### config.mk
export PLATFORM = sky130hd
export DESIGN_NAME = bp_zynq_cfg_sequencer
export DESIGN_NICKNAME = d
export VERILOG_FILES = /design/src/rtl/bp_common_pkg.sv /design/src/rtl/bp_zynq_cfg_entry_rom.sv /design/src/rtl/bp_zynq_cfg_sequencer.sv
export SDC_FILE = /design/constraint.sdc
export NUM_CORES = 1
export LEC_CHECK = 0
export BUFFER_PORTS_ARGS = -buffer_cell sky130_fd_sc_hd__buf_2
export CAP_MARGIN = 0
export CORE_AREA = 2 2 93 95
export CTS_BUF_LIST = sky130_fd_sc_hd__clkbuf_8 sky130_fd_sc_hd__clkbuf_16
export DETAILED_ROUTE_END_ITERATION = 8
export DIE_AREA = 0 0 95 97
export PLACE_DENSITY_LB_ADDON = 0.1
export SYNTH_ARGS = -nofsm -noshare
export SYNTH_HDL_FRONTEND = slang
export SYNTH_SLANG_ARGS = --single-unit
### constraint.sdc
create_clock -name clk_i -period 2.6 [get_ports clk_i]
set_clock_uncertainty 0.05 [all_clocks]
set_input_delay 0.13 -clock clk_i [delete_from_list [all_inputs] [get_ports clk_i]]
set_output_delay 0.13 -clock clk_i [all_outputs]
set_load 0.01 [all_outputs]
### src/rtl/bp_common_pkg.sv
// Shared config-bus definitions: per-core config register map, sequencer entry
// indices and sequencer FSM states.
package bp_common_pkg;

    localparam logic [19:0] cfg_reg_freeze_gp      = 20'h0_0002;
    localparam logic [19:0] cfg_reg_npc_gp         = 20'h0_0003;
    localparam logic [19:0] cfg_reg_hio_mask_gp    = 20'h0_0004;
    localparam logic [19:0] cfg_reg_icache_mode_gp = 20'h0_0022;
    localparam logic [19:0] cfg_reg_dcache_mode_gp = 20'h0_0043;

    // Phase-A write order within one core
    typedef enum logic [2:0] {
        e_cfg_freeze,
        e_cfg_npc,
        e_cfg_hio_mask,
        e_cfg_icache_mode,
        e_cfg_dcache_mode
    } bp_cfg_entry_e;

    typedef enum logic [2:0] {
        e_idle,
        e_send,
        e_read,
        e_wait,
        e_done,
        e_error
    } bp_cfg_state_e;

endpackage

### src/rtl/bp_zynq_cfg_entry_rom.sv
// Maps the current sequencer entry to its config register address and write data.
// Phase B reuses the freeze entry with data 0 to release the core.
module bp_zynq_cfg_entry_rom
    import bp_common_pkg::*;
#(
    parameter int cfg_addr_width_p = 20,
    parameter int cfg_data_width_p = 64,
    parameter int vaddr_width_p    = 39
) (
    input  bp_cfg_entry_e                entry_i,
    input  logic                         phase_b_i,
    input  logic [vaddr_width_p-1:0]     boot_pc_i,
    input  logic [1:0]                   cache_mode_i,
    output logic [cfg_addr_width_p-1:0]  addr_o,
    output logic [cfg_data_width_p-1:0]  data_o
);

    always_comb begin
        addr_o = '0;
        data_o = '0;
        case (entry_i)
            e_cfg_freeze: begin
                addr_o = cfg_addr_width_p'(cfg_reg_freeze_gp);
                data_o = phase_b_i ? '0 : cfg_data_width_p'(1);
            end
            e_cfg_npc: begin
                addr_o = cfg_addr_width_p'(cfg_reg_npc_gp);
                data_o = cfg_data_width_p'(boot_pc_i);
            end
            e_cfg_hio_mask: begin
                addr_o = cfg_addr_width_p'(cfg_reg_hio_mask_gp);
                data_o = cfg_data_width_p'(1);
            end
            e_cfg_icache_mode: begin
                addr_o = cfg_addr_width_p'(cfg_reg_icache_mode_gp);
                data_o = cfg_data_width_p'(cache_mode_i[0]);
            end
            e_cfg_dcache_mode: begin
                addr_o = cfg_addr_width_p'(cfg_reg_dcache_mode_gp);
                data_o = cfg_data_width_p'(cache_mode_i[1]);
            end
            default: ;
        endcase
    end

endmodule

### src/rtl/bp_zynq_cfg_sequencer.sv
// Boot-time config sequencer: freezes and programs every core, then unfreezes them.
// Define BP_ZYNQ_CFG_READBACK_EN to verify each write with a read-back.
module bp_zynq_cfg_sequencer
    import bp_common_pkg::*;
#(
    parameter int num_core_p       = 1,
    parameter int cfg_addr_width_p = 20,
    parameter int cfg_data_width_p = 64,
    parameter int vaddr_width_p    = 39,
    localparam int core_width_lp   = (num_core_p > 1) ? $clog2(num_core_p) : 1
) (
    input  logic                         clk_i,
    input  logic                         reset_i,
    input  logic                         start_i,
    input  logic [vaddr_width_p-1:0]     boot_pc_i,
    input  logic [1:0]                   cache_mode_i,
    output logic                         cfg_v_o,
    input  logic                         cfg_ready_and_i,
    output logic                         cfg_w_o,
    output logic [core_width_lp-1:0]     cfg_core_o,
    output logic [cfg_addr_width_p-1:0]  cfg_addr_o,
    output logic [cfg_data_width_p-1:0]  cfg_data_o,
    input  logic                         resp_v_i,
    input  logic [cfg_data_width_p-1:0]  resp_data_i,
    output logic                         busy_o,
    output logic                         done_o,
    output logic                         error_o
);

    bp_cfg_state_e              state_q, state_d;
    bp_cfg_entry_e              entry_q, entry_d;
    logic [core_width_lp-1:0]   core_q, core_d;
    logic                       phase_b_q, phase_b_d;
    logic [vaddr_width_p-1:0]   boot_pc_q, boot_pc_d;
    logic [1:0]                 cache_mode_q, cache_mode_d;
    logic                       done_q, done_d;
    logic                       error_q, error_d;

    logic [cfg_addr_width_p-1:0] rom_addr;
    logic [cfg_data_width_p-1:0] rom_data;
    logic                        core_last, last_beat, advance;

    bp_zynq_cfg_entry_rom #(
        .cfg_addr_width_p (cfg_addr_width_p),
        .cfg_data_width_p (cfg_data_width_p),
        .vaddr_width_p    (vaddr_width_p)
    ) entry_rom (
        .entry_i      (entry_q),
        .phase_b_i    (phase_b_q),
        .boot_pc_i    (boot_pc_q),
        .cache_mode_i (cache_mode_q),
        .addr_o       (rom_addr),
        .data_o       (rom_data)
    );

    assign core_last = (core_q == core_width_lp'(num_core_p - 1));
    assign last_beat = phase_b_q && core_last;

    always_ff @(posedge clk_i) begin
        if (reset_i) begin
            state_q      <= e_idle;
            entry_q      <= e_cfg_freeze;
            core_q       <= '0;
            phase_b_q    <= 1'b0;
            boot_pc_q    <= '0;
            cache_mode_q <= '0;
            done_q       <= 1'b0;
            error_q      <= 1'b0;
        end else begin
            state_q      <= state_d;
            entry_q      <= entry_d;
            core_q       <= core_d;
            phase_b_q    <= phase_b_d;
            boot_pc_q    <= boot_pc_d;
            cache_mode_q <= cache_mode_d;
            done_q       <= done_d;
            error_q      <= error_d;
        end
    end

    always_comb begin
        state_d      = state_q;
        entry_d      = entry_q;
        core_d       = core_q;
        phase_b_d    = phase_b_q;
        boot_pc_d    = boot_pc_q;
        cache_mode_d = cache_mode_q;
        done_d       = done_q;
        error_d      = error_q;
        advance      = 1'b0;

        case (state_q)
            e_idle: if (start_i) begin
                boot_pc_d    = boot_pc_i;
                cache_mode_d = cache_mode_i;
                done_d       = 1'b0;
                entry_d      = e_cfg_freeze;
                core_d       = '0;
                phase_b_d    = 1'b0;
                state_d      = e_send;
            end
            e_send: if (cfg_ready_and_i) begin
`ifdef BP_ZYNQ_CFG_READBACK_EN
                state_d = e_read;
`else
                advance = 1'b1;
`endif
            end
            e_read: if (cfg_ready_and_i) state_d = e_wait;
            e_wait: if (resp_v_i) begin
                if (resp_data_i == rom_data) begin
                    advance = 1'b1;
                end else begin
                    error_d = 1'b1;
                    state_d = e_error;
                end
            end
            e_done:  state_d = e_idle;
            e_error: state_d = e_error;
            default: state_d = e_idle;
        endcase

        // Step entry -> core -> phase; the next beat is presented immediately
        if (advance) begin
            if (last_beat) begin
                state_d = e_done;
                done_d  = 1'b1;
            end else begin
                state_d = e_send;
                if (phase_b_q) begin
                    core_d = core_q + 1'b1;
                end else if (entry_q == e_cfg_dcache_mode) begin
                    entry_d = e_cfg_freeze;
                    if (core_last) begin
                        core_d    = '0;
                        phase_b_d = 1'b1;
                    end else begin
                        core_d = core_q + 1'b1;
                    end
                end else begin
                    entry_d = bp_cfg_entry_e'(entry_q + 3'd1);
                end
            end
        end
    end

    always_comb begin
        cfg_v_o = 1'b0;
        busy_o  = 1'b0;
        cfg_w_o = 1'b1;
        case (state_q)
            e_send: begin
                cfg_v_o = 1'b1;
                busy_o  = 1'b1;
            end
            e_read: begin
                cfg_v_o = 1'b1;
                busy_o  = 1'b1;
`ifdef BP_ZYNQ_CFG_READBACK_EN
                cfg_w_o = 1'b0;
`endif
            end
            e_wait:  busy_o = 1'b1;
            default: ;
        endcase
    end

    assign cfg_core_o = core_q;
    assign cfg_addr_o = rom_addr;
    assign cfg_data_o = rom_data;
    assign done_o     = done_q;
    assign error_o    = error_q;

endmodule

# After elaboration in Yosys (flattened, before gate mapping)
# Cells that the tools add are included.
[word_totals]
wordCells = 74
ff_bits = 51
inputBits = 110
out_inout_bits = 90
[classes]
n_bitwise = 2
mux = 40
addsub = 2
eq_ne = 14
reduce_logical = 8
[op_table]
columns = ["op", "count"]
rows = [
  ["$pmux 64 s5", 1],
  ["$eq 64x64->1", 1],
  ["$mux 3", 12],
  ["$pmux 7 s5", 1],
  ["$mux 1", 24],
  ["$pmux 3 s5", 1],
  ["$eq 3x2->1 const B", 4],
  ["$ne 3x3->1 const B", 4],
  ["$eq 3x1->1 const B", 2],
  ["$eq 3x3->1 const B", 2],
  ["$logic_not 3->1", 2],
  ["$reduce_and 5->1", 1],
  ["$add 3x1->3 const B", 1],
  ["$reduce_and 3->1", 1],
  ["$reduce_or 3->1", 1],
  ["$ne 2x2->1 const B", 1],
  ["$not 1->1", 2],
  ["$pmux 1 s2", 1],
  ["$reduce_and 2->1", 1],
  ["$reduce_or 2->1", 1],
  ["$add 1x1->1 const B", 1],
  ["$logic_and 1x1->1", 1],
]

# Longest topological paths before layout
[depth]
depth_word = 8
ltp_mapped = 10
depth_no_buf = 9

# Modules after synthesis
# Synthesis repeated with hierarchy kept, for this count alone.
[hier_totals]
hier_cells = 429
hier_area_um2 = 3392.0
[modules_own_cells]
columns = ["module", "seq_area_each_um2", "instances", "cells_each", "area_each_um2"]
rows = [
  ["bp_zynq_cfg_sequencer", 1021.0, 1, 334, 2696.3],
  ["bp_zynq_cfg_entry_rom", 0.0, 1, 95, 695.7],
]

# Worst setup path before layout
# Ideal clock, no wire load.
[synth_path]
path_type = "register to register"
from = "register entry_q[0]"
to = "register state_q[0]"
t_required_ns = 2.428
path_buffers = 0
setup_slack_ns = 0.286
setup_time_ns = 0.122
t_arrival_ns = 2.143
period_less_slack_ns = 2.314
stages_incl_launch_ff = 10
cell_sequence = "dfxtp_1 inv_1 ha_1 or3_1 a21oi_1 a21oi_1 xor2_1 nor3_1 a21oi_2 o311a_1"
[synth_via]
elab_chain_len = 8
elab_cells_between_ends = 17
cone_classes = "10 x eq/ne; 5 x mux; 2 x reduce/logical"
[synth_lines]
columns = ["element", "line_no", "text"]
rows = [
  ["from (decl)", "bp_zynq_cfg_sequencer.sv:31", "bp_cfg_entry_e entry_q, entry_d;"],
  ["from (signal assigned)", "bp_zynq_cfg_sequencer.sv:62", "entry_q <= e_cfg_freeze;"],
  ["from (signal assigned)", "bp_zynq_cfg_sequencer.sv:71", "entry_q <= entry_d;"],
  ["$eq 3x3->1 (tied with other cells)", "bp_zynq_cfg_entry_rom.sv:21", "case (entry_i)"],
  ["$pmux 64 s5 *", "bp_zynq_cfg_entry_rom.sv:21", ""],
  ["via cfg_data_o[0]", "bp_zynq_cfg_sequencer.sv:22", "output logic [cfg_data_width_p-1:0] cfg_data_o,"],
  ["$eq 64x64->1 *", "bp_zynq_cfg_sequencer.sv:111", "if (resp_data_i == rom_data) begin"],
  ["$mux 1", "bp_zynq_cfg_sequencer.sv:111", ""],
  ["$mux 1", "bp_zynq_cfg_sequencer.sv:110", "e_wait: if (resp_v_i) begin"],
  ["$pmux 1 s2", "bp_zynq_cfg_sequencer.sv:92", "case (state_q)"],
  ["$ne 3x3->1 (no line) / $ne 2x2->1 (equally long branches)", "--", ""],
  ["$reduce_and 5->1 (no line)", "--", ""],
  ["to (signal assigned)", "bp_zynq_cfg_sequencer.sv:61", "state_q <= e_idle;"],
  ["to (signal assigned)", "bp_zynq_cfg_sequencer.sv:70", "state_q <= state_d;"],
  ["to (decl)", "bp_zynq_cfg_sequencer.sv:30", "bp_cfg_state_e state_q, state_d;"],
]
# The timed path passes the listed nets; every way through them passes the cells marked *.
# A chain may end at the register's enable or synchronous reset.

# Worst setup path in the final report
[layout_path]
from = "register entry_q[0]"
to = "register state_q[0]"
[layout_via]
elab_chain_len = 8
elab_cells_between_ends = 17
cone_classes = "10 x eq/ne; 5 x mux; 2 x reduce/logical"
[layout_lines]
columns = ["element", "line_no"]
rows = [
  ["$eq 3x3->1 (tied with other cells)", "bp_zynq_cfg_entry_rom.sv:21"],
  ["$pmux 64 s5 *", "bp_zynq_cfg_entry_rom.sv:21"],
  ["$eq 64x64->1 *", "bp_zynq_cfg_sequencer.sv:111"],
  ["$mux 1", "bp_zynq_cfg_sequencer.sv:111"],
  ["$mux 1", "bp_zynq_cfg_sequencer.sv:110"],
  ["$pmux 1 s2", "bp_zynq_cfg_sequencer.sv:92"],
  ["$ne 3x3->1 (no line) / $ne 2x2->1 (equally long branches)", "--"],
  ["$reduce_and 5->1 (no line)", "--"],
]
# Every way passes the cells marked *; elsewhere a longest branch is shown, timed or not.

==> impl_summary.txt <==
----------------------------------------------------
[Cells and area]
  Layout area overhead ... 23.1%
  Final design utilization ... 0.540
  Final net count ... 744
  Top library cells by usage in the layout, fill and taps aside ... 158 x sky130_fd_sc_hd__buf_2, 86 x sky130_fd_sc_hd__nand2_1, 50 x sky130_fd_sc_hd__dfxtp_1, 47 x sky130_fd_sc_hd__nor2_1, 46 x sky130_fd_sc_hd__a21oi_1
  Ratio of cells with drive above 1 in the final layout ... 0.290
  Cell Count, Final, Fillers Out ... 736
  Most common library cell in the layout ignoring fill and taps ... sky130_fd_sc_hd__buf_2

[Synthesis]
  Synth top area cells ... sky130_fd_sc_hd__dfxtp_1 29%, sky130_fd_sc_hd__nand2_1 9.2%, sky130_fd_sc_hd__buf_4 8.8%, sky130_fd_sc_hd__and2_1 6.8%, sky130_fd_sc_hd__a21oi_1 6.5%
  Number of synthesized flops with an enable pin ... 0
  Synthesized area ... around 3600 µm²
  Number of synthesized register bits ... 51
  Proportion of netlist area held by the largest area contributor ... 0.286
  Fraction of synthesis flops using an asynchronous set or reset pin ... 0
  Most frequently used flop master after synthesis ... sky130_fd_sc_hd__dfxtp_1
  Part of the Yosys area used for sequential elements ... 0.286
  Synthesized area per cell ... 7.42 µm²
  Cell type with the highest aggregate area in the netlist ... sky130_fd_sc_hd__dfxtp_1
  Number of distinct library cells after synthesis ... 41
  Mapped Cells ... approximately 480
  Count of synthesis-stage warnings from yosys ... 0

[Drt]
  Uppermost routed layer ... met4
  Sum of met2 wire segment lengths after detailed routing ... ~4.8 mm
  Total length of routed met3 wires ... 681 µm
  Count of routing violations after the opening detailed-route iteration ... 126
  Post-detailed-routing wire length ... 10.4 mm
  Number of vias per cell ... about 5
  DR vias ... between 3,000 and 4,000
  Remaining design rule violation count ... 0
  Post-DRT Antenna Nets ... 0
  Detailed-route wire length per cell ... 14.1 µm
  Met1 Wirelength ... 4.77 mm
  Initial DRT Pass Iterations ... 4

[Global routing]
  Maximum number of pins on one net before global-route repair ... 47
  Gr usage total ... 0.218
  Initial antenna violation count ... 1
  Vias in the first global route ... around 3,300
  Gr ovfl total ... 0
  First-pass GRT wire length ... 16.2 mm

[Hold path]
  Hold crit path type ... in2reg
  Hold wc startpoint ... boot_pc_i[10]

[Place]
  Routability Congestion ... about 0.84
  Detailed placer's ending HPWL ... 7.82 mm
  Inst Count DP ... 723
  Count of input and output buffers ... 158

[Timing]
  Setup Viol. Count Final ... 0
  Worst Max-Slew Pin Slew ... 0.935 ns
  Shortest period the worst path allows ... 2.41 ns
  Max-slew violations ... 0
  Final setup TNS ... 0 ns
  Final-report hold violation count ... 0
  Highest Clock Rate ... 0.415 GHz
  Setup repair after global routing missed its margin ... no
  Worst rel slew slack ... 0.375
  Portion of the clock cycle consumed by the worst path in the final layout ... 0.926

[Worst setup path]
  Sum of buffers and inverters on the critical path ... 1
  Largest fanout of any net on the critical path ... 5
  Reg-to-reg critical path startpoint ... entry_q[0]
  Data arrival time of the worst path ... 2.55 ns
  Crit. End Element ... flop
  Crit Path Class ... reg2reg
  Master of the slowest instance on the critical path ... sky130_fd_sc_hd__dfxtp_2
  Most used cell, CP ... sky130_fd_sc_hd__a21oi_1
  Startpoint types ... flop
  Required time at the endpoint of the critical path ... roughly 2.7 ns
  Delay-heaviest family, CP ... compound AO/OA/AOI/OAI gates
  Critical path origin ... entry_q[0]
  Cell-by-cell trace of the critical path ... inv_1, ha_1, or3_1, a21oi_1, a21oi_1, xor2_1, nor3_1, a21oi_2, o311a_1
  CP max stage delay ... 0.39 ns

[Die]
  Total number of placement rows ... 33
  Starting density of the core ... 0.439
  Core Footprint ... 8130 µm²
  Die H ... 97 µm
  X dimension of the die ... 95 µm
  Die footprint ... 9220 µm²
  Top-level port count ... 200

[CTS]
  TritonCTS clock tree ... done
  Clock transition at the registers of the reported paths ... 0.09 ns
  Clock sinks ... 51
  H-tree level count ... 2
  Clk Tree Root Cell ... sky130_fd_sc_hd__clkbuf_8
  Insertion delay of the later-clocked pin in the worst-skew pair ... 0.30 ns
  Maximum buffer depth of the clock tree ... 2
  TritonCTS buffer count ... 5

[Pwr]
  Power Dens Cells ... 390 nW/µm²
  Peak ir drop on the vdd network ... 0.200 mV
  Leak Pwr ... 0.00196 µW

[Run status]
  Result of the run ... completed

[Run]
  Number of maximum-capacitance violations ... 0

----------------------------------------------------
-- path summary, 6_finish.rpt --
kind | end | slack (ns) | cells past startpoint
min reg2reg | cache_mode_q[1] | 0.41 | 2
max | state_q[0] | 0.19 | 9
min | boot_pc_q[10] | 0.005 | 3
max reg2reg | state_q[0] | 0.19 | 9
-- state kept, by name, indices dropped and copies added, names as in the netlist --
register and flops:
boot_pc_q 39, entry_q 3, state_q 3, cache_mode_q 2
cfg_core_o 1, done_o 1, error_o 1, phase_b_q 1
-- kinds of logic after synthesis --
| logic type | Yosys count | share of synthesized area |
|---|---|---|
| mux | 6 | 0.0168 |
| compound gates | 96 | 0.172 |
| xor+xnor | 21 | 0.0516 |
| flops | 51 | 0.286 |
| other cells | 2 | 0.00211 |
| buf+inv | 73 | 0.126 |
| fa+ha+maj | 5 | 0.0175 |
| simple gates | 227 | 0.328 |
-- worst reg2reg max path, cell delays in order (launching register included) --
cell and delay (ns):
sky130_fd_sc_hd__dfxtp_2 0.39, sky130_fd_sc_hd__inv_1 0.09, sky130_fd_sc_hd__ha_1 0.22, sky130_fd_sc_hd__or3_1 0.34
sky130_fd_sc_hd__a21oi_1 0.20, sky130_fd_sc_hd__a21oi_1 0.11, sky130_fd_sc_hd__xor2_1 0.18, sky130_fd_sc_hd__nor3_1 0.25
sky130_fd_sc_hd__a21oi_2 0.14, sky130_fd_sc_hd__o311a_1 0.35
-- Yosys cell counts, drive strengths merged (2+ instances only) --
library cell / n
and2: 39
mux2i: 6
nand4: 6
nor4: 6
buf: 46
nor3: 3
clkbuf: 21
nand2: 87
inv: 5
nand3: 8
a21oi: 47
nor2: 47
conb: 2
or3: 3
a31oi: 20
xnor2: 20
nor4bb: 19
dfxtp: 51
o32ai: 20
nand2b: 2
ha: 5
nor2b: 4
-- through the flow --
stage	hold slack (ns)	power [µW]	cell area [µm²]	setup slack [ns]
6_report	0.00542	1710	4390	0.191
5_1_grt	0.00121	1820	4390	0.00750
4_1_cts	0.00151	1720	4360	0.0742
3_5_place_dp	0.315	1280	4270	0.0929
3_3_place_gp	0.311	1270	4270	0.139
2_1_floorplan	0.179	1160	3710	0.286
-- layout make-up --
class                           count  area (µm²)
Fill cell                         844        3740
Inverter                            6        22.5
Tap cell                          105         131
Sequential cell                    51        1020
Clock inverter                      3        12.5
Antenna cell                        1        2.50
Clock buffer                        5        68.8
Multi-Input combinational cell    398        2270
Timing Repair Buffer              167         861
-- report_power, final --
part           switching, µW  internal (µW)  leakage, µW
Sequential              49.7            819     0.000417
Combinational            226            177      0.00149
Clock                    260            182    0.0000505
Total                    536           1180      0.00196
-- repair_timing --
item	CTS	global route
gates resized for setup	0	2
endpoints found under the hold margin	1	0
buffers inserted	0	1
hold buffers	1	0
setup endpoints to repair	0	6
-- routing by layer --
metal,vias up,track usage
met5,-,0
met4,0,0.0412
met3,10,0.0452
met2,137,0.354
met1,1689,0.298
li1,1892,-
No activity file was read; power rests on OpenSTA's default activity.
